==> src/rtl/avalon_rr_arbiter_if.sv <==
// Avalon-MM bus bundle shared by the arbiter's master-facing and slave-facing ports.
// "master" is the side that issues commands, "slave" the side that answers them.
interface avalon_rr_arbiter_if #(
    parameter int ADDR_W = 8,
    parameter int DATA_W = 8
);
    logic              read;
    logic              write;
    logic [ADDR_W-1:0] address;
    logic [DATA_W-1:0] writedata;
    logic [DATA_W-1:0] readdata;
    logic              waitrequest;

    modport master (
        output read,
        output write,
        output address,
        output writedata,
        input  readdata,
        input  waitrequest
    );

    modport slave (
        input  read,
        input  write,
        input  address,
        input  writedata,
        output readdata,
        output waitrequest
    );
endinterface

==> src/rtl/avalon_rr_arbiter.sv <==
// Two-master round-robin arbiter and transaction sequencer for an 8-bit
// Avalon-MM register slave. Each granted transfer is issued as a one-cycle
// read/write pulse, the slave's waitrequest is waited out, and the owning
// master gets a one-cycle completion (waitrequest low).
// Optional WAIT-state timeout: define AVALON_ARB_TIMEOUT_EN.
module avalon_rr_arbiter #(
    parameter int ADDR_W   = 8,
    parameter int DATA_W   = 8,
    parameter int MAX_WAIT = 15
) (
    input  logic                clk,
    input  logic                reset,
    avalon_rr_arbiter_if.slave  m0,
    avalon_rr_arbiter_if.slave  m1,
    avalon_rr_arbiter_if.master s,
    output logic                timeout_err
);

    typedef enum logic [1:0] {IDLE, ISSUE, WAIT, DONE} state_t;

    state_t state;
    logic   last_grant;   // 0: master 0 granted last, 1: master 1 granted last
    logic   gnt_q;        // owner of the transfer in flight
    logic   rd_q;         // transfer in flight is a read

    logic              req0;
    logic              req1;
    logic              pick;
    logic              pick_rd;
    logic              pick_wr;
    logic [ADDR_W-1:0] pick_addr;
    logic [DATA_W-1:0] pick_wdata;

`ifdef AVALON_ARB_TIMEOUT_EN
    localparam int               CNT_W    = $clog2(MAX_WAIT + 1);
    localparam logic [CNT_W-1:0] CNT_LAST = CNT_W'(MAX_WAIT - 1);

    logic [CNT_W-1:0] wait_cnt;
`else
    assign timeout_err = 1'b0;
`endif

    // Request detection and round-robin choice of the next owner
    always_comb begin
        req0       = m0.read | m0.write;
        req1       = m1.read | m1.write;
        pick       = (req0 & req1) ? ~last_grant : req1;
        pick_rd    = pick ? m1.read      : m0.read;
        pick_wr    = pick ? m1.write     : m0.write;
        pick_addr  = pick ? m1.address   : m0.address;
        pick_wdata = pick ? m1.writedata : m0.writedata;
    end

    // Transaction sequencer; every bus output is a register
    always_ff @(posedge clk or negedge reset) begin
        if (!reset) begin
            state          <= IDLE;
            last_grant     <= 1'b1;
            gnt_q          <= 1'b0;
            rd_q           <= 1'b0;
            s.read         <= 1'b0;
            s.write        <= 1'b0;
            s.address      <= '0;
            s.writedata    <= '0;
            m0.waitrequest <= 1'b1;
            m1.waitrequest <= 1'b1;
            m0.readdata    <= '0;
            m1.readdata    <= '0;
`ifdef AVALON_ARB_TIMEOUT_EN
            wait_cnt       <= '0;
            timeout_err    <= 1'b0;
`endif
        end else begin
            case (state)
                IDLE: begin
                    if (req0 | req1) begin
                        gnt_q       <= pick;
                        last_grant  <= pick;
                        rd_q        <= pick_rd;
                        // read wins when a master raises both commands
                        s.read      <= pick_rd;
                        s.write     <= pick_wr & ~pick_rd;
                        s.address   <= pick_addr;
                        s.writedata <= pick_wdata;
                        state       <= ISSUE;
                    end
                end

                ISSUE: begin
                    s.read  <= 1'b0;
                    s.write <= 1'b0;
`ifdef AVALON_ARB_TIMEOUT_EN
                    wait_cnt <= '0;
`endif
                    state   <= WAIT;
                end

                WAIT: begin
                    if (!s.waitrequest) begin
                        // captured read data lands directly in the owner's
                        // readdata register; writes leave it untouched
                        if (rd_q) begin
                            if (gnt_q) m1.readdata <= s.readdata;
                            else       m0.readdata <= s.readdata;
                        end
                        if (gnt_q) m1.waitrequest <= 1'b0;
                        else       m0.waitrequest <= 1'b0;
                        state <= DONE;
                    end
`ifdef AVALON_ARB_TIMEOUT_EN
                    else if (wait_cnt == CNT_LAST) begin
                        if (gnt_q) begin
                            m1.readdata    <= '1;
                            m1.waitrequest <= 1'b0;
                        end else begin
                            m0.readdata    <= '1;
                            m0.waitrequest <= 1'b0;
                        end
                        timeout_err <= 1'b1;
                        state       <= DONE;
                    end else begin
                        wait_cnt <= wait_cnt + 1'b1;
                    end
`endif
                end

                DONE: begin
                    m0.waitrequest <= 1'b1;
                    m1.waitrequest <= 1'b1;
`ifdef AVALON_ARB_TIMEOUT_EN
                    timeout_err    <= 1'b0;
`endif
                    state          <= IDLE;
                end

                default: state <= IDLE;
            endcase
        end
    end

endmodule

==> src/flat_wrapper.sv <==
// flat-port wrapper written by rule: the top's interface ports become plain ports
module avalon_rr_arbiter_flat 
#(
    parameter int ADDR_W   = 8,
    parameter int DATA_W   = 8,
    parameter int MAX_WAIT = 15
)
  (clk, reset, timeout_err, m0_read, m0_write, m0_address, m0_writedata, m0_readdata, m0_waitrequest, m1_read, m1_write, m1_address, m1_writedata, m1_readdata, m1_waitrequest, s_read, s_write, s_address, s_writedata, s_readdata, s_waitrequest);
  avalon_rr_arbiter_if #(.ADDR_W(ADDR_W), .DATA_W(DATA_W)) m0_i ();
  avalon_rr_arbiter_if #(.ADDR_W(ADDR_W), .DATA_W(DATA_W)) m1_i ();
  avalon_rr_arbiter_if #(.ADDR_W(ADDR_W), .DATA_W(DATA_W)) s_i ();
  input  logic clk;
  input  logic reset;
  output logic timeout_err;
  input wire logic [$bits(m0_i.read)-1:0] m0_read;
  input wire logic [$bits(m0_i.write)-1:0] m0_write;
  input wire logic [$bits(m0_i.address)-1:0] m0_address;
  input wire logic [$bits(m0_i.writedata)-1:0] m0_writedata;
  output wire logic [$bits(m0_i.readdata)-1:0] m0_readdata;
  output wire logic [$bits(m0_i.waitrequest)-1:0] m0_waitrequest;
  input wire logic [$bits(m1_i.read)-1:0] m1_read;
  input wire logic [$bits(m1_i.write)-1:0] m1_write;
  input wire logic [$bits(m1_i.address)-1:0] m1_address;
  input wire logic [$bits(m1_i.writedata)-1:0] m1_writedata;
  output wire logic [$bits(m1_i.readdata)-1:0] m1_readdata;
  output wire logic [$bits(m1_i.waitrequest)-1:0] m1_waitrequest;
  output wire logic [$bits(s_i.read)-1:0] s_read;
  output wire logic [$bits(s_i.write)-1:0] s_write;
  output wire logic [$bits(s_i.address)-1:0] s_address;
  output wire logic [$bits(s_i.writedata)-1:0] s_writedata;
  input wire logic [$bits(s_i.readdata)-1:0] s_readdata;
  input wire logic [$bits(s_i.waitrequest)-1:0] s_waitrequest;
  assign m0_i.read = m0_read;
  assign m0_i.write = m0_write;
  assign m0_i.address = m0_address;
  assign m0_i.writedata = m0_writedata;
  assign m0_readdata = m0_i.readdata;
  assign m0_waitrequest = m0_i.waitrequest;
  assign m1_i.read = m1_read;
  assign m1_i.write = m1_write;
  assign m1_i.address = m1_address;
  assign m1_i.writedata = m1_writedata;
  assign m1_readdata = m1_i.readdata;
  assign m1_waitrequest = m1_i.waitrequest;
  assign s_read = s_i.read;
  assign s_write = s_i.write;
  assign s_address = s_i.address;
  assign s_writedata = s_i.writedata;
  assign s_i.readdata = s_readdata;
  assign s_i.waitrequest = s_waitrequest;
  avalon_rr_arbiter #(.ADDR_W(ADDR_W), .DATA_W(DATA_W), .MAX_WAIT(MAX_WAIT)) u_core (.clk(clk), .reset(reset), .m0(m0_i), .m1(m1_i), .s(s_i), .timeout_err(timeout_err));
endmodule
==> config.mk <==
export PLATFORM = sky130hd
export DESIGN_NAME = avalon_rr_arbiter_flat
export DESIGN_NICKNAME = d
export VERILOG_FILES = /design/src/rtl/avalon_rr_arbiter_if.sv /design/src/rtl/avalon_rr_arbiter.sv /design/src/flat_wrapper.sv
export SDC_FILE = /design/constraint.sdc
export NUM_CORES = 1
export LEC_CHECK = 0
export ABC_AREA = 1
export BUFFER_PORTS_ARGS = -buffer_cell sky130_fd_sc_hd__buf_2
export CORE_ASPECT_RATIO = 2
export CORE_UTILIZATION = 45
export CTS_BUF_LIST = sky130_fd_sc_hd__clkbuf_16
export CTS_CLUSTER_DIAMETER = 40
export DETAILED_ROUTE_END_ITERATION = 8
export GPL_TIMING_DRIVEN = 1
export PLACE_DENSITY_LB_ADDON = 0.2
export SLEW_MARGIN = 20
export SYNTH_ARGS = -nofsm -noshare
export SYNTH_HDL_FRONTEND = slang
export SYNTH_SLANG_ARGS = --single-unit
==> constraint.sdc <==
create_clock -name clk -period 1.9 [get_ports clk]
set_input_delay 0.285 -clock clk [delete_from_list [all_inputs] [get_ports clk]]
set_output_delay 0.285 -clock clk [all_outputs]
set_load 0.03 [all_outputs]
### Word level (Yosys, flattened, before mapping)

Index checks and enable logic that the tools add are counted.

| storage, ports and cells | value |
|---|---|
| bits in registers | 41 |
| bits of input ports | 47 |

| operators by class | value |
|---|---|
| reductions and logical operators | 10 |
| bitwise logic cells | 9 |
| equality and inequality tests | 7 |
| mux-type cells | 18 |

Operators with widths:

| cell | count |
|---|---|
| $mux 8 | 2 |
| $mux 1 | 9 |
| $pmux 1 s2 | 4 |
| $pmux 2 s4 | 1 |
| $reduce_and 4->1 | 2 |
| $reduce_and 2->1 | 3 |
| $reduce_and 3->1 | 2 |
| $eq 2x2->1 const B | 2 |
| $mux 2 | 2 |
| $ne 2x1->1 const B | 2 |
| $ne 2x2->1 const B | 2 |
| $not 1->1 | 4 |
| $reduce_bool 2->1 | 2 |
| $or 1x1->1 | 3 |
| $and 1x1->1 | 2 |
| $eq 2x1->1 const B | 1 |
| $logic_not 2->1 | 1 |

### Depth between registers and ports, before layout

Gate-level depths: netlist of run 1.

| logic depth | value |
|---|---|
| depth after elaboration | 8 |
| gate-level depth with buffers | 9 |
| depth with buffers taken out | 8 |

### Worst setup path before layout of run 1

Ideal clock, no wire load.

| timing path | value |
|---|---|
| kind | register to register |
| from | register u_core.state[0] |
| to | register u_core.m0.readdata[5] |
| stages on the path, launching flop included | 10 |
| buffers on the path | 1 |
| path slack | 0.380 ns |
| arrival | 1.401 ns |
| required time | 1.782 ns |
| cell sequence | dfrtp_1 -> inv_1 -> ha_1 -> inv_2 -> or2_4 -> nor2_4 -> nand2_4 -> buf_6 -> nand2_2 -> o21ai_2 |

| between the ends | value |
|---|---|
| cells in the longest elaborated chain, start to end | 2 |

RTL lines:

| item | RTL line | text |
|---|---|---|
| start, declared | avalon_rr_arbiter.sv:21 | `state_t state;` |
| start signal, assigned | avalon_rr_arbiter.sv:57 | `state <= IDLE;` |
| start signal, assigned | avalon_rr_arbiter.sv:85 | `state <= ISSUE;` |
| start signal, assigned | avalon_rr_arbiter.sv:95 | `state <= WAIT;` |
| $eq 2x2->1 | avalon_rr_arbiter.sv:74 | `case (state)` |
| $reduce_and 4->1 (no source line) | n/a |  |
| end, declared | avalon_rr_arbiter_if.sv:28 | `output readdata,` |

No other way between the ends.
A chain may end at the register's enable or synchronous reset.

### Worst setup path in the final report of run 1

| timing path | value |
|---|---|
| from | register u_core.state[0] |
| to | register u_core.m1.readdata[2] |

| between the ends | value |
|---|---|
| cells in the longest elaborated chain, start to end | 2 |

RTL lines:

| item | RTL line |
|---|---|
| $eq 2x2->1 | avalon_rr_arbiter.sv:74 |
| $reduce_and 4->1 (no source line) | n/a |
| end, declared | avalon_rr_arbiter_if.sv:28 |

No other way between the ends.

==> metrics.md, run 1 <==
| Metric | Value |
|---|---|
| Placed Cells | `376` |
| Non-filler cells, final | `385` |
| TritonRoute pass-1 iters | `4` |
| Vias in the first global route | `1773` |
| Hold Path End | `u_core.s.writedata[0]` |
| Max layer used | `met4` |
| Hold WC Path Type | `in -> reg` |
| Yosys top cell area share | `46.1%` |
| ANT nets after route | `0` |
| Cell Pwr Density | `1750 nW/µm²` |
| Die Wd | `49.9 µm` |
| Clk_skew | `0.00331 ns` |
| Post-layout minimum cycle time | `1.62 ns` |
| RR Startpoint | `u_core.state[0]` |
| Port bufs | `82` |
| DRT iter0 DRCs | `36` |
| Worst-path maximum fanout | `16` |
| End of the worst register-to-register path | `u_core.m1.readdata[2]` |
| Initial antenna violation count | `0` |
| CTS tree | `yes` |
| Clock transition at path regs | `0.05 ns` |
| Hold wc startpoint | `m1_writedata[0]` |
| Sequential-to-total area share from yosys stat | `49.9%` |
| RSZ-0062 raised after global routing | `no` |
| Count of warnings emitted by yosys | `0` |
| Synth Cell Area | `2060 µm²` |
| Arrival @ worst endpoint | `1.77 ns` |
| Leakage | `1.51 nW` |
| Outcome | `finished clean` |
| Worst hold path depth | `3` |
| Critical Path RT | `2.06 ns` |
| Met3 Wirelength | `147 µm` |
| Finished Core Util | `61.4%` |
| Share of layout cells above drive strength 1 | `38.4%` |
| Cell area after layout | `2690 µm²` |
| H-tree levels | `2` |
| Worst slew margin | `66.6%` |
| Syn Nets | `295` |
| Clock Latency Late Sink | `0.27 ns` |
| Synth cell types | `24` |
| #FFs+latches synth | `41` |
| Commonest non-fill, non-tap cell in the layout | `buf_2` |
| Placer Congestion | `0.774` |
| Hold Fails Final Rpt | `0` |
| Clk buf depth | `2` |
| Slowest stage delay, CP | `0.40 ns` |
| Largest area contributor in the netlist | `dfrtp_1` |
| Setup TNS Final | `0 ns` |
| WL final | `4230 µm` |
| Die H | `97.8 µm` |
| Total gr overflow | `0` |
| Max-cap viol count | `0` |
| Fin nets | `382` |
| Post-Syn Area per Cell | `8.50 µm²` |
| First-pass GRT wire length | `7400 µm` |
| Worst-case vdd ir drop | `1400 µV` |
| Synth Instances | `243` |
| Achievable clock frequency | `618 MHz` |
| Initial Utilization | `47.1%` |
| Reg2Reg Depth | `8` |
| Worst Setup End Kind | `flip-flop` |
| Slew @ Worst Pin | `0.500 ns` |
| Metal-1 WL | `1620 µm` |
| Wire length on met2 | `2390 µm` |
| Commonest cells after routing, fill and taps aside | `buf_2, nand2_1, dfrtp_1` |
| Rows | `34` |
| WHS | `0.269 ns` |
| DRC violations left | `0` |
| Critical path type | `reg -> reg` |
| Critical-path cell list | `inv_1, ha_1, inv_2, or2_4, nor2_4, nand2_4, nand2_1, o21ai_2` |
| DIE AREA | `4880 µm²` |
| Core Region | `4380 µm²` |
| HPWL after DPL | `3410 µm` |
| Post-cts sizing count | `0` |
| Clock Sink Count | `41` |
| Total GRT Usage | `19.6%` |
| Average wire per standard cell | `11.0 µm` |
| Syn-to-layout area delta | `30.4%` |
| # IOs | `84` |
| Pins Over Slew Limit | `0` |
| Slowest CP cell | `dfrtp_1` |
| Setup violations, final | `0` |
| Clock buffer count from CTS | `5` |
| Final period util | `85.1%` |
| Via-per-instance ratio | `4.70` |
| Largest net degree at the start of global routing | `22` |
| Post-place instance area | `2540 µm²` |
| Root Driver | `clkbuf_16` |
| Startpoint class of the critical path | `flip-flop` |
| Area contributors post-synth | `dfrtp_1, nand2_1, o21ai_2` |
| DR vias | `1809` |
| Worst R2R Setup Slack | `0.28 ns` |
| Diode count | `0` |
[area by class of cell]
cell class | count | area [µm²]
inverter | 33 | 124
clock buffer | 5 | 125
sequential | 41 | 1030
timing repair buffer | 89 | 490
multi-input combinational | 160 | 843
tap | 54 | 67.6
fill | 411 | 1690
clock inverter | 3 | 11.3
[sequential cells by signal (all words and copies together) (netlist names)]
name,flops
u_core.s.read,1
u_core.m1.readdata,8
u_core.last_grant,1
u_core.s.address,8
u_core.rd_q,1
u_core.m0.readdata,8
u_core.s.write,1
u_core.s.writedata,8
u_core.m0.waitrequest,1
u_core.state,2
u_core.m1.waitrequest,1
u_core.gnt_q,1
[worst max path at each step]
stage / startpoint / end / slack, ns / cells after the start
after floorplan: u_core.state[0] / u_core.m0.readdata[5] / 0.38 / 9
after global placement: u_core.state[0] / u_core.m1.readdata[2] / 0.34 / 8
after detailed placement: u_core.state[0] / u_core.m1.readdata[2] / 0.28 / 8
after CTS: u_core.state[0] / u_core.m1.readdata[2] / 0.27 / 8
after global routing: u_core.state[1] / u_core.s.address[5] / 0.15 / 7
final: u_core.state[0] / u_core.m1.readdata[2] / 0.28 / 8
[kinds of logic after synthesis]
| group | count (synthesis) | share of synthesized area [%] |
|---|---|---|
| compound gates | 44 | 14.5 |
| buf+inv | 42 | 9.27 |
| simple gates | 110 | 23.1 |
| flops | 41 | 49.9 |
| fa+ha+maj | 5 | 3.03 |
| other cells | 1 | 0.182 |
[critical path: cells and delay by family (launching register included)]
family	cells	cell delay, ns
flip-flops	1	0.40
adder cells (fa/ha/maj)	1	0.22
AO/OA/AOI/OAI	1	0.06
buffers and inverters	2	0.17
AND/OR/NAND/NOR	4	0.65
[report_power, final]
| part | internal [W] | total (W) | switching [W] | leakage (nW) |
|---|---|---|---|---|
| sequential | 0.00131 | 0.00155 | 0.000241 | 0.503 |
| clock | 0.000472 | 0.000769 | 0.000298 | 0.0738 |
| combinational | 0.000783 | 0.00238 | 0.00160 | 0.938 |
[Yosys cell counts]
| library cell | n |
|---|---|
| nor2_2 | 1 |
| nand2_4 | 2 |
| nand2_1 | 75 |
| o211ai_1 | 2 |
| buf_2 | 3 |
| o21ai_2 | 17 |
| conb_1 | 1 |
| inv_2 | 1 |
| inv_1 | 32 |
| a21oi_1 | 1 |
| dfrtp_1 | 38 |
| a21oi_4 | 1 |
| o21ai_0 | 14 |
| nand4_1 | 1 |
| or2_4 | 1 |
| nand3_1 | 3 |
| nand2_2 | 5 |
| nor2_4 | 3 |
| buf_6 | 2 |
| o21ai_1 | 9 |
| ha_1 | 5 |
| dfstp_2 | 3 |
| nor2_1 | 19 |
| buf_4 | 4 |
[timing repair]
action | 4_1_cts | 5_1_grt
hold endpoints to repair | 19 | 0
hold buffers | 1 | 0
buffers inserted | 0 | 0
[per-stage QoR]
stage | setup slack, ns | total power [W]
3_5_place_dp | 0.281 | 0.00398
2_1_floorplan | 0.380 | 0.00328
3_3_place_gp | 0.341 | 0.00393
6_report | 0.282 | 0.00471
5_1_grt | 0.154 | 0.00510
4_1_cts | 0.267 | 0.00478
[per-layer routing]
layer / up-vias / track usage, %
met5: - / 0
met4: 0 / 7.47
met3: 8 / 3.43
met2: 57 / 37.4
met1: 826 / 20.1
li1: 918 / -
Note: power is estimated with default switching activity, not from simulation.
==> run 2: changes to the inputs <==
--- a/config.mk
+++ b/config.mk
@@ -12,7 +12,7 @@
 export CTS_BUF_LIST = sky130_fd_sc_hd__clkbuf_16
 export CTS_CLUSTER_DIAMETER = 40
 export DETAILED_ROUTE_END_ITERATION = 8
-export GPL_TIMING_DRIVEN = 1
+export GPL_TIMING_DRIVEN = 0
 export PLACE_DENSITY_LB_ADDON = 0.2
 export SLEW_MARGIN = 20
 export SYNTH_ARGS = -nofsm -noshare
==> run 2 against run 1 <==
Sequential share of layout area is 0.089 points higher. Critical path depth is 1 lower. Design area is 0.23% lower. Hold slack worse by 0.13 ns. Count of clock-buffer cells in the layout stayed put. Routed wire length is 6.0% higher. Total power is 0.64% higher. First-iteration DRC count is 19% lower. Utilization is 0.14 points lower. Register-to-register slack worse by 0.06 ns. Global-route usage is 0.86 points higher.
==> metrics.md, run 2 (same netlist as run 1, synthesis figures left out) <==
| Metric | Value |
|---|---|
| Worst Setup End Kind | `flip-flop` |
| Die Wd | `49.9 µm` |
| Total GRT Usage | `20.5%` |
| Average wire per standard cell | `11.6 µm` |
| Clock Latency Late Sink | `0.28 ns` |
| DR vias | `1787` |
| Commonest non-fill, non-tap cell in the layout | `buf_2` |
| Arrival @ worst endpoint | `1.88 ns` |
| Syn-to-layout area delta | `30.1%` |
| CTS tree | `yes` |
| RSZ-0062 raised after global routing | `no` |
| WL final | `4480 µm` |
| Critical path type | `reg -> reg` |
| DRT iter0 DRCs | `29` |
| First-pass GRT wire length | `7620 µm` |
| Post-Place Worst Slack | `0.226 ns` |
| Startpoint class of the critical path | `flip-flop` |
| TritonRoute pass-1 iters | `4` |
| Reg2Reg Depth | `7` |
| Clock buffer count from CTS | `5` |
| Worst-case vdd ir drop | `984 µV` |
| Achievable clock frequency | `595 MHz` |
| ANT nets after route | `0` |
| Port bufs | `82` |
| Clk_skew | `0.00537 ns` |
| Hold_buf cts | `0` |
| Via-per-instance ratio | `4.62` |
| H-tree levels | `2` |
| Slew @ Worst Pin | `0.913 ns` |
| Max-cap viol count | `0` |
| Hold Fails Final Rpt | `0` |
| Clock transition at path regs | `0.06 ns` |
| Rows | `34` |
| Post-cts sizing count | `0` |
| Initial Utilization | `47.1%` |
| Multi-input logic area | `843 µm²` |
| Clock Sink Count | `41` |
| Final period util | `88.5%` |
| Clk buf depth | `2` |
| # IOs | `84` |
| Setup TNS Final | `0 ns` |
| Core Region | `4380 µm²` |
| Outcome | `finished clean` |
| Worst Setup Slack, final | `0.219 ns` |
| Critical Path RT | `2.10 ns` |
| Seq. cell area | `1030 µm²` |
| HPWL after DPL | `3390 µm` |
| Pins Over Slew Limit | `0` |
| Die H | `97.8 µm` |
| Cell Pwr Density | `1760 nW/µm²` |
| Worst slew margin | `39.1%` |
| DIE AREA | `4880 µm²` |
| Fin nets | `384` |
| Largest net degree at the start of global routing | `42` |
| DRC violations left | `0` |
| # fillers | `433` |
| Worst-path maximum fanout | `10` |
| Placer Congestion | `0.811` |
| Hold WC Path Type | `in -> async` |
| Root Driver | `clkbuf_16` |
| Initial antenna violation count | `0` |
| Vias in the first global route | `1797` |
| Setup violations, final | `0` |
| Leakage | `1.51 nW` |
| Commonest cells after routing, fill and taps aside | `buf_2, nand2_1, dfrtp_1` |
| Diode count | `0` |
| Post-layout minimum cycle time | `1.68 ns` |
| Post-CTS setup buffer count | `0` |
| Share of layout cells above drive strength 1 | `39.9%` |
| Total gr overflow | `0` |
==> run 2: changes by cell type in the layout (fill, tap and decap cells not counted) <==
cell	previous run	this run
buf_2	82	85
buf_12	2	0
clkinvlp_4	0	1
inv_1	34	32
dlygate4sd3_1	1	0
clkinv_2	0	2
clkinv_1	1	0
buf_6	0	2
==> run 2: area by class of cell <==
class	instances	area share, %
Clock inverter	3	0.652
Clock buffer	5	4.66
Inverter	33	4.61
Multi-Input combinational cell	160	31.4
Timing Repair Buffer	82	15.3
Sequential cell	41	38.4
Tap cell	54	2.52
Buffer	9	2.52
==> run 2: per-stage QoR <==
step                      hold slack [ns]  util (%)  total power, W  cells  cell area (µm²)
after floorplan                   -0.0106         -         0.00328    243             2060
after global placement              0.460      58.0         0.00390    379             2540
after detailed placement            0.462      58.0         0.00397    379             2540
after CTS                           0.172      61.3         0.00481    387             2690
after global routing                0.215      61.3         0.00510    387             2690
final                               0.141      61.3         0.00474    387             2690
==> run 2: where the power goes <==
| group | internal, W | leakage (nW) | switching (W) |
|---|---|---|---|
| Clock | 0.000481 | 0.0696 | 0.000332 |
| Sequential | 0.00131 | 0.503 | 0.000240 |
| Combinational | 0.000755 | 0.939 | 0.00161 |
==> run 2: path summary, 6_finish.rpt <==
path | start | to | slack, ns
min in group clk | m1_writedata[4] | u_core.s.writedata[4] | 0.26
hold / removal | reset | u_core.s.writedata[5] | 0.14
max in group asynchronous | reset | u_core.m1.readdata[0] | 1.19
setup reg to reg | u_core.state[1] | u_core.gnt_q | 0.22
setup / recovery | u_core.state[1] | u_core.gnt_q | 0.22
hold reg to reg | u_core.m1.readdata[0] | u_core.m1.readdata[0] | 0.47
==> run 2: critical path, stage by stage (launching register included) <==
cell,delay [ns]
dfrtp_1,0.41
inv_1,0.13
ha_1,0.26
inv_1,0.09
a21oi_4,0.28
buf_4,0.24
nand3_1,0.11
o21ai_0,0.08
==> run 2: metal layers <==
| layer | up-vias | GRT usage [%] | wire [µm] |
|---|---|---|---|
| met5 | - | 0 | 0 |
| met2 | 57 | 38.0 | 2550 |
| li1 | 920 | - | - |
| met3 | 5 | 3.74 | 187 |
| met4 | 0 | 8.79 | 61 |
| met1 | 805 | 21.4 | 1680 |
==> run 3: changes to the inputs <==
--- a/config.mk
+++ b/config.mk
@@ -6,12 +6,12 @@
 export NUM_CORES = 1
 export LEC_CHECK = 0
 export ABC_AREA = 1
-export BUFFER_PORTS_ARGS = -buffer_cell sky130_fd_sc_hd__buf_2
 export CORE_ASPECT_RATIO = 2
 export CORE_UTILIZATION = 45
 export CTS_BUF_LIST = sky130_fd_sc_hd__clkbuf_16
 export CTS_CLUSTER_DIAMETER = 40
 export DETAILED_ROUTE_END_ITERATION = 8
+export DONT_BUFFER_PORTS = 1
 export GPL_TIMING_DRIVEN = 0
 export PLACE_DENSITY_LB_ADDON = 0.2
 export SLEW_MARGIN = 20
==> constraint.sdc (replaced) <==
create_clock -name clk -period 1.9 [get_ports clk]
set_input_delay 0.38 -clock clk [delete_from_list [all_inputs] [get_ports clk]]
set_output_delay 0.38 -clock clk [all_outputs]
set_load 0.03 [all_outputs]
==> run 3 against run 2 <==
Via count down 14%. Combinational power decreased by 48%. Highest routed layer unchanged. Sequential cell count did not move. Critical path depth stayed put. Critical endpoint unchanged. Sequential share of layout area grew 6.5 points. Routed wire length down 6.1%. Largest cell class unchanged. Final cell count decreased by 21%.
==> metrics.md, run 3 (same netlist as run 1, synthesis figures left out) <==
| Metric | Value |
|---|---|
| Outcome | `finished clean` |
| Placer Congestion | `0.758` |
| Clock Latency Late Sink | `0.27 ns` |
| Crit path capture | `u_core.gnt_q` |
| Post-Place Worst Slack | `0.195 ns` |
| DRT iter0 DRCs | `15` |
| Placed Cells | `297` |
| Worst hold path depth | `2` |
| Number of cells on the critical path | `7` |
| Critical Path RT | `2.10 ns` |
| Average wire per standard cell | `13.8 µm` |
| Max-cap viol count | `0` |
| Non-filler cells, final | `306` |
| End of the worst register-to-register path | `u_core.gnt_q` |
| Critical-path cell list | `inv_1, ha_1, inv_1, a21oi_4, buf_4, nand3_1, o21ai_0` |
| Commonest non-fill, non-tap cell in the layout | `nand2_1` |
| Critical path type | `reg -> reg` |
| GR Layer Usage met3 | `4.98%` |
| Achievable clock frequency | `586 MHz` |
| WL final | `4210 µm` |
| HPWL after DPL | `3160 µm` |
| CP startpoint | `u_core.state[0]` |
| # fillers | `424` |
| Initial antenna violation count | `0` |
| Hold WC Path Type | `in -> reg` |
| Post-CTS setup buffer count | `0` |
| Total GRT Usage | `19.1%` |
| DRC violations left | `0` |
| Routing usage on met1 | `19.9%` |
| Via-per-instance ratio | `5.00` |
| Cell area after layout | `2290 µm²` |
| Largest net degree at the start of global routing | `42` |
| CTS tree | `yes` |
| Hold Fails Final Rpt | `0` |
| Met2 Usage GRT | `34.8%` |
| Worst Setup Slack, final | `0.195 ns` |
| H-tree levels | `2` |
| Seq. cell area | `1030 µm²` |
| Reg2Reg Depth | `7` |
| Rows | `34` |
| Syn-to-layout area delta | `11.2%` |
| Clock buffer count from CTS | `5` |
| Diode count | `0` |
| DR vias | `1530` |
| Die H | `97.8 µm` |
| Worst Setup End Kind | `flip-flop` |
| Buf/Inv on CP | `3` |
| Cell Pwr Density | `1890 nW/µm²` |
| Leakage | `1.18 nW` |
| Post-layout minimum cycle time | `1.71 ns` |
| Post-place instance area | `2130 µm²` |
| Core Region | `4380 µm²` |
| Startpoint class of the critical path | `flip-flop` |
| Most used cell, CP | `inv_1` |
| First-pass GRT wire length | `7150 µm` |
| Fin nets | `304` |
| Slowest CP cell | `dfrtp_1` |
| Root Driver | `clkbuf_16` |
| Final period util | `89.8%` |
| Slowest stage delay, CP | `0.42 ns` |
| # IOs | `84` |
| Multi-input logic area | `843 µm²` |
| Share of layout cells above drive strength 1 | `19.4%` |
| Worst-path maximum fanout | `10` |
| Pins Over Slew Limit | `0` |
| Delay-heaviest family, CP | `buffers and inverters` |
| Initial Utilization | `47.1%` |
| Setup violations, final | `0` |
| Port bufs | `0` |
| ANT nets after route | `0` |
| Clk_skew | `0.00305 ns` |
| Clk buf depth | `2` |
| Total gr overflow | `0` |
| Setup TNS Final | `0 ns` |
| Commonest cells after routing, fill and taps aside | `nand2_1, dfrtp_1, inv_1` |
| RSZ-0062 raised after global routing | `no` |
| Clock transition at path regs | `0.06 ns` |
| DIE AREA | `4880 µm²` |
| GRT busiest layer | `met2` |
| Worst R2R Setup Slack | `0.19 ns` |
| Die Wd | `49.9 µm` |
| Worst-case vdd ir drop | `978 µV` |
| RR Startpoint | `u_core.state[0]` |
| TritonRoute pass-1 iters | `4` |
| Vias in the first global route | `1551` |
| Arrival @ worst endpoint | `1.90 ns` |
| Clock Sink Count | `41` |
[run 3: cell types whose count changed in the layout (fill, tap and decap cells not counted)]
| cell | before | now |
|---|---|---|
| dlygate4sd3_1 | 0 | 1 |
| clkinvlp_4 | 1 | 0 |
| buf_12 | 0 | 1 |
| buf_2 | 85 | 3 |
| clkinv_2 | 2 | 0 |
| inv_1 | 32 | 33 |
| clkinv_1 | 0 | 1 |
[run 3: per-layer routing]
| metal | share of wire, % | routed length [µm] |
|---|---|---|
| met1 | 38 | 1610 |
| met2 | 56 | 2340 |
| met3 | 5.1 | 213 |
| met4 | 1.2 | 51 |
| met5 | 0 | 0 |
[run 3: layout make-up]
class | count | area share [%]
multi-input cells | 160 | 36.8
plain buffers | 9 | 2.94
well taps | 54 | 2.94
flip-flops and latches | 41 | 44.9
clock buffers | 5 | 5.45
inverters | 33 | 5.40
repair buffers | 2 | 1.31
clock inverters | 2 | 0.327
[run 3: worst min-delay path by stage]
stage	from	end	slack, ns
2_1_floorplan	reset	u_core.gnt_q	0.08
3_3_place_gp	reset	u_core.m1.readdata[3]	0.09
3_5_place_dp	reset	u_core.m1.readdata[3]	0.09
4_1_cts	m1_address[1]	u_core.s.address[1]	0.27
5_1_grt	m1_writedata[3]	u_core.s.writedata[3]	0.28
6_report	m1_address[1]	u_core.s.address[1]	0.28
[run 3: through the flow]
stage / power, W / utilization [%] / hold WS, ns
after floorplan: 0.00328 / - / 0.0844
after global placement: 0.00355 / 48.7 / 0.0858
after detailed placement: 0.00360 / 48.7 / 0.0859
after CTS: 0.00440 / 52.4 / 0.274
after global routing: 0.00466 / 52.4 / 0.276
final: 0.00434 / 52.4 / 0.277
[run 3: where the power goes]
group	leakage, nW	total (W)	switching (W)	internal, W
clock network	0.0685	0.000772	0.000303	0.000469
registers	0.503	0.00233	0.00103	0.00131
logic	0.613	0.00123	0.000745	0.000487
[run 3: worst reg2reg max path, stage by stage (launching register included)]
cell	delay, ns
dfrtp_1	0.42
inv_1	0.12
ha_1	0.26
inv_1	0.10
a21oi_4	0.28
buf_4	0.25
nand3_1	0.12
o21ai_0	0.09
[run 3: timing repair]
item,CTS,global route
endpoints found under the hold margin,41,0
resized for setup,0,0
hold buffers,2,0
